--- src/rtl/dmem_block_mover.sv ---
// Data-memory block mover: copies src->dst or fills dst with a constant, one memory
// access per busy cycle, with all memory-port outputs registered.
module dmem_block_mover #(
  parameter int ADDR_W = 16,
  parameter int DATA_W = 16,
  parameter int LEN_W  = 16
) (
  input  logic              clk,
  input  logic              rst,
  input  logic              start,
  input  logic              mode_fill,
  input  logic [ADDR_W-1:0] src_addr,
  input  logic [ADDR_W-1:0] dst_addr,
  input  logic [LEN_W-1:0]  len,
  input  logic [DATA_W-1:0] fill_val,
  output logic              busy,
  output logic              done,
  output logic [ADDR_W-1:0] mem_addr,
  output logic              mem_wr_en,
  output logic [DATA_W-1:0] mem_wdata,
  input  logic [DATA_W-1:0] mem_rdata
);

  typedef enum logic [1:0] {IDLE, RD, WR, DONE} state_t;

  state_t            state;
  logic [ADDR_W-1:0] src_q;
  logic [ADDR_W-1:0] dst_q;
  logic [LEN_W-1:0]  cnt_q;
  logic [DATA_W-1:0] buf_q;
  logic [DATA_W-1:0] fill_q;
  logic              mode_q;

  // Outputs are registered alongside the state: each branch sets them to the values
  // the next state must present, so nothing combinational reaches the memory port.
  always_ff @(posedge clk or posedge rst) begin
    if (rst) begin
      state     <= IDLE;
      src_q     <= '0;
      dst_q     <= '0;
      cnt_q     <= '0;
      buf_q     <= '0;
      fill_q    <= '0;
      mode_q    <= 1'b0;
      busy      <= 1'b0;
      done      <= 1'b0;
      mem_addr  <= '0;
      mem_wr_en <= 1'b0;
      mem_wdata <= '0;
    end else begin
      case (state)
        IDLE: begin
          done      <= 1'b0;
          mem_wr_en <= 1'b0;
          if (start) begin
            src_q    <= src_addr;
            dst_q    <= dst_addr;
            cnt_q    <= len;
            fill_q   <= fill_val;
            mode_q   <= mode_fill;
            mem_addr <= dst_addr;
            if (len == '0) begin
              state     <= DONE;
              done      <= 1'b1;
              busy      <= 1'b0;
              mem_wdata <= buf_q;
            end else if (mode_fill) begin
              state     <= WR;
              buf_q     <= fill_val;
              busy      <= 1'b1;
              mem_wr_en <= 1'b1;
              mem_wdata <= fill_val;
            end else begin
              state     <= RD;
              busy      <= 1'b1;
              mem_addr  <= src_addr;
              mem_wdata <= buf_q;
            end
          end else begin
            busy      <= 1'b0;
            mem_addr  <= dst_q;
            mem_wdata <= buf_q;
          end
        end

        RD: begin
          state     <= WR;
          buf_q     <= mem_rdata;
          src_q     <= src_q + ADDR_W'(1);
          busy      <= 1'b1;
          mem_addr  <= dst_q;
          mem_wdata <= mem_rdata;
          mem_wr_en <= 1'b1;
        end

        WR: begin
          dst_q     <= dst_q + ADDR_W'(1);
          cnt_q     <= cnt_q - LEN_W'(1);
          mem_wr_en <= 1'b0;
          if (cnt_q == LEN_W'(1)) begin
            state     <= DONE;
            busy      <= 1'b0;
            done      <= 1'b1;
            mem_addr  <= dst_q + ADDR_W'(1);
            mem_wdata <= buf_q;
          end else if (mode_q) begin
            state     <= WR;
            buf_q     <= fill_q;
            mem_addr  <= dst_q + ADDR_W'(1);
            mem_wdata <= fill_q;
            mem_wr_en <= 1'b1;
          end else begin
            state     <= RD;
            mem_addr  <= src_q;
            mem_wdata <= buf_q;
          end
        end

        DONE: begin
          state     <= IDLE;
          done      <= 1'b0;
          busy      <= 1'b0;
          mem_wr_en <= 1'b0;
          mem_addr  <= dst_q;
          mem_wdata <= buf_q;
        end

        default: state <= IDLE;
      endcase
    end
  end

endmodule

--- config.mk ---
export PLATFORM = sky130hd
export DESIGN_NAME = dmem_block_mover
export DESIGN_NICKNAME = d
export VERILOG_FILES = /design/src/rtl/dmem_block_mover.sv
export SDC_FILE = /design/constraint.sdc
export NUM_CORES = 1
export LEC_CHECK = 0
export CORE_MARGIN = 8
export CORE_UTILIZATION = 55
export CTS_CLUSTER_SIZE = 8
export DETAILED_ROUTE_END_ITERATION = 10
export PLACE_DENSITY = 0.85
export SLEW_MARGIN = 15
export SYNTH_ARGS = -nofsm -noshare
export SYNTH_HDL_FRONTEND = slang
export SYNTH_SLANG_ARGS = --single-unit
--- constraint.sdc ---
create_clock -name clk -period 4.2 [get_ports clk]
set_input_delay 0.84 -clock clk [delete_from_list [all_inputs] [get_ports clk]]
set_output_delay 0.84 -clock clk [all_outputs]
set_load 0.005 [all_outputs]
# Yosys cells after proc, flatten, opt, wreduce, memory -nomap -nowiden
# Cells that the tools add are included.
# word_totals
input_bits,84
reg_bits,118
wordCells,71
output_inout_bits,35
# classes
n_addsub,3
reduce_logical,11
n_mux,39
eq_ne,6
# ops
cell,count
16-bit two-way mux,13
16-bit one-hot mux with 2 select lines,3
16-bit one-hot mux with 3 select lines,2
16-bit one-hot mux with 4 select lines,1
"16-bit by 1-bit adder with 16-bit output, second input constant",2
"16-bit by 1-bit == test with 1-bit output, second input constant",1
16-bit zero test,1
"16-bit by 1-bit subtractor with 16-bit output, second input constant",1
1-bit two-way mux,11
2-bit two-way mux,5
1-bit one-hot mux with 4 select lines,2
2-bit one-hot mux with 4 select lines,1
2-bit AND reduction,4
3-bit nonzero test,2
"2-bit == test, second input constant",2
"2-bit inequality test, second input constant",2
2-bit nonzero test,2
1-bit one-hot mux with 3 select lines,1
"2-bit by 1-bit == test with 1-bit output, second input constant",1
2-bit zero test,1
2-bit OR reduction,1

# Longest topological paths before layout
# logic_depth
depth_word,4
ltp_mapped,10
ltp_nobuf,7

# Worst setup path before layout
# OpenSTA, ideal clock, no wires.
# synth_timing
kind,in2reg
from,in len[6]
to,reg mem_addr[3]
setup_time_ns,0.126
stages,6
n_path_buf,1
setup_slack_ns,1.851
t_arrival_ns,2.223
required_time_ns,4.074
path_cell_list,nor4_2 a41oi_4 buf_6 mux2i_1 a21oi_1 a221o_1
# synth_via
elab_chain_cells,4
# synth_rtl
item,line,text
"start, declared",14,"input logic [LEN_W-1:0] len,"
16-bit zero test,62,if (len == '0) begin
16-bit two-way mux,62,
16-bit two-way mux,55,if (start) begin
16-bit one-hot mux with 3 select lines,51,case (state)
"end signal, assigned",61,mem_addr <= dst_addr;
"end signal, assigned",76,mem_addr <= src_addr;
"end signal, assigned",81,mem_addr <= dst_q;
"end, declared",18,"output logic [ADDR_W-1:0] mem_addr,"
# Every way passes these cells.
# A chain may end at the register's enable or synchronous reset.

# Final worst setup path
# layout_timing
from,reg state[0]
to,reg cnt_q[15]
# layout_via
elab_chain_cells,3
word_cells_on_any_way,6
cone_classes,eq/ne (2); mux (1); reduce/logical (3)
# layout_rtl
item,line,text
"start, declared",26,state_t state;
"start signal, assigned",38,state <= IDLE;
"start signal, assigned",63,state <= DONE;
"start signal, assigned",68,state <= WR;
2-bit == test / 2-bit zero test (equally long branches),51,
2-bit nonzero test (no source line) / 2-bit inequality test (equally long branches),n/a,
2-bit AND reduction (no source line),n/a,
"end signal, assigned",58,cnt_q <= len;
"end signal, assigned",98,cnt_q <= cnt_q - LEN_W'(1);
"end, declared",29,logic [LEN_W-1:0] cnt_q;
# Several ways; a longest one is shown, not always the timed one.

==> results.json <==
{
  "status": "finished clean",
  "synth_common_cells": "118 x dfrtp_1, 77 x nand2_1, 70 x a21oi_1",
  "grt_max_degree": 65,
  "fin_crit_ns": 3.135,
  "seqPwrFrac_pct": 30.6,
  "num_vias": 7699,
  "cts_root_buffer": "clkbuf_16",
  "tightest_slew_ns": 1.019,
  "regArea_mm2": 0.002953,
  "finalCritPeriodShare_pct": 74.64,
  "synth_area_leaders": "dfrtp_1 38%, a21oi_1 4.6%, o21ai_0 4.5%, mux2_2 4.0%, nand2_1 3.8%",
  "dieArea_mm2": 0.01803,
  "crit_type": "flop to flop",
  "max-slew-margin-rel_pct": 32.05,
  "power_density_mw_per_mm2": 826.4,
  "start_kind": "flop",
  "slew_violations": 0,
  "layout.nets": 1035,
  "finalSetupViolCount": 0,
  "p_int_mw": 4.519,
  "critPathMaxFanout": 47,
  "grt_pass1_wl_um": 38500,
  "synth_async_sr_flop_share_pct": 100.0,
  "viasPerCell": 6.783,
  "clk_path_buf_depth": 2,
  "htree_levels": 4,
  "ys_seq_area_share_pct": 38.39,
  "required_ns": 4.47,
  "ys_seq_elements": 118,
  "pwr-share-clk_pct": 20.5,
  "rr_startpoint": "state[0]",
  "grt_setup_unrepaired": "no",
  "initial_core_util_pct": 55.85,
  "switchingPower_mw": 3.319,
  "multiInputGateArea_mm2": 0.004254,
  "min_delay_path_depth": 1,
  "synth_most_common_cell": "dfrtp_1",
  "fillerInstances": 1040,
  "min_to": "fill_q[11]",
  "maxCapViolCount": 0,
  "cts_hold_buf": 0,
  "die_y_um": 134.3,
  "synth_area_per_cell_um2": 8.822,
  "yosysTopAreaCellShare_pct": 38.39,
  "finalSetupTns_ns": 0,
  "drive_gt1_share_pct": 10.26,
  "max_freq_mhz": 319.0,
  "critical_path_arrival_ns": 3.41,
  "routed_wl_um": 23850,
  "row_count": 43,
  "synth.largest_area_cell": "dfrtp_1",
  "ctsResizeCount": 0,
  "grt_antenna_before_repair": 0,
  "place.gp.congestion": 0.8767,
  "r2r_cells": 6,
  "ant_nets": 0,
  "post_cts_buffers": 0,
  "yosys_warnings": 0,
  "drt-initial-drc-count": 1016,
  "fin_skew_ns": 0.01241,
  "p_sw_share_pct": 42.35,
  "antenna_cells": 0,
  "finalHoldViolCount": 0,
  "core_mm2": 0.01377,
  "timing.reg2reg.setup_slack_ns": 1.07,
  "cts_buffers": 17,
  "port_buffers": 118,
  "hp-class": "flop to flop",
  "peakVddDrop_mv": 0.4342,
  "drc": 0,
  "syn_area_mm2": 0.007692,
  "insertion_delay_ns": 0.42,
  "path_clk_slew_ns": 0.05,
  "dp_hpwl_um": 15180,
  "r2r-end": "cnt_q[15]",
  "cts_tree": "built",
  "die_x_um": 134.3,
  "io_pins": 119,
  "fin_area_mm2": 0.009484,
  "cts_sinks": 118,
  "dr.pass1.iters": 5,
  "critPathCaptureType": "flop",
  "grt_pass1_vias": 7248,
  "syn-num-nets": 964,
  "pwr-share-comb_pct": 49.0,
  "synth.distinct_cells": 67,
  "placedInstanceArea_mm2": 0.008842,
  "syn_to_final_growth_pct": 23.29,
  "leakage_nw": 3.678,
  "grtUsageTotal_pct": 26.34,
  "synthCells": 872,
  "wl_per_cell_um": 21.01,
  "yosys_most_used_dff": "dfrtp_1",
  "min_from": "fill_q[11]",
  "synth_edf_count": 0,
  "grt_overflow_total": 0
}
cell families after synthesis:
group / Yosys count / share of synthesized area (%)
compound gates: 312 / 27.52
simple gates: 268 / 17.97
flops: 118 / 38.39
buf+inv: 104 / 6.490
mux: 51 / 7.075
xor+xnor: 11 / 1.252
fa+ha+maj: 8 / 1.301
routing by layer:
metal / track usage [%] / up-vias / wire (µm)
li1: - / 3445 / -
met1: 34.84 / 3688 / 9592
met2: 39.68 / 505 / 11010
met3: 6.993 / 61 / 2618
met4: 11.48 / 0 / 626
met5: 0 / - / 0
placed cells by master, fill, tap and decap left out, types with 6 or more instances in the layout:
master | Yosys | layout
a21oi_1 | 70 | 70
a221o_1 | 7 | 7
a221oi_1 | 8 | 8
a22oi_1 | 20 | 20
a2bb2oi_1 | 10 | 10
a311oi_1 | 11 | 11
a32oi_1 | 7 | 7
a41oi_1 | 18 | 18
and3_1 | 15 | 15
buf_4 | 4 | 18
clkbuf_16 | 0 | 17
clkdlybuf4s50_1 | 0 | 118
dfrtp_1 | 118 | 118
inv_1 | 19 | 18
mux2_2 | 27 | 27
mux2i_1 | 24 | 24
nand2_1 | 77 | 77
nand2b_1 | 12 | 12
nand3_1 | 42 | 42
nand4_1 | 10 | 10
nor2_1 | 47 | 47
nor3_1 | 23 | 23
nor4_1 | 6 | 6
o21ai_0 | 69 | 69
o21ai_1 | 6 | 6
o22a_1 | 20 | 20
o22ai_1 | 25 | 25
or3_1 | 6 | 6
xor2_1 | 7 | 7
worst max-delay path by stage:
stage | start | to | cells past startpoint
6_report | state[0] | cnt_q[15] | 6
5_1_grt | state[0] | cnt_q[15] | 6
4_1_cts | state[0] | cnt_q[15] | 6
3_5_place_dp | len[6] | mem_wdata[6] | 6
3_3_place_gp | len[6] | mem_addr[13] | 6
2_1_floorplan | rst | buf_q[0] | 1
critical path, cell delays in order (launching register included):
cell     delay [ns]
dfrtp_1        0.55
inv_1          0.22
ha_2           0.84
and2_0         0.57
nand2_1        0.46
o22ai_1        0.28
a21oi_1        0.06
flip-flops by register name, summed over array words and instances (netlist names), 2 cells and up:
register   count
cnt_q         16
mem_wdata     16
buf_q         16
fill_q        16
mem_addr      16
dst_q         16
src_q         16
state          2
power by group through the flow:
| stage | clock network, mW | logic, mW | registers, mW |
|---|---|---|---|
| floorplan | 0 | 2.86 | 2.11 |
| global placement | 0 | 3.63 | 2.35 |
| detailed placement | 0 | 3.74 | 2.37 |
| CTS | 1.60 | 3.79 | 2.37 |
| global route | 1.65 | 4.19 | 2.47 |
| finish | 1.60 | 3.84 | 2.40 |
through the flow:
stage | hold slack (ns) | instances | setup WS, ns | power, mW | utilization (%)
after floorplan | 0.4801 | 872 | 0.2309 | 4.968 | -
after global placement | 0.4899 | 1104 | 0.9760 | 5.980 | 64.20
after detailed placement | 0.4949 | 1104 | 0.8981 | 6.109 | 64.20
after CTS | 0.5084 | 1135 | 1.194 | 7.759 | 68.86
after global routing | 0.5146 | 1135 | 0.9397 | 8.316 | 68.86
final | 0.5092 | 1135 | 1.065 | 7.838 | 68.86
cell type report:
| class | instances | area share (%) |
|---|---|---|
| clock inverters | 8 | 1.517 |
| well taps | 180 | 2.375 |
| multi-input cells | 650 | 44.85 |
| repair buffers | 137 | 14.09 |
| clock buffers | 23 | 5.251 |
| inverters | 19 | 0.7784 |
| flip-flops and latches | 118 | 31.13 |
No activity file was read; power rests on OpenSTA's default activity.
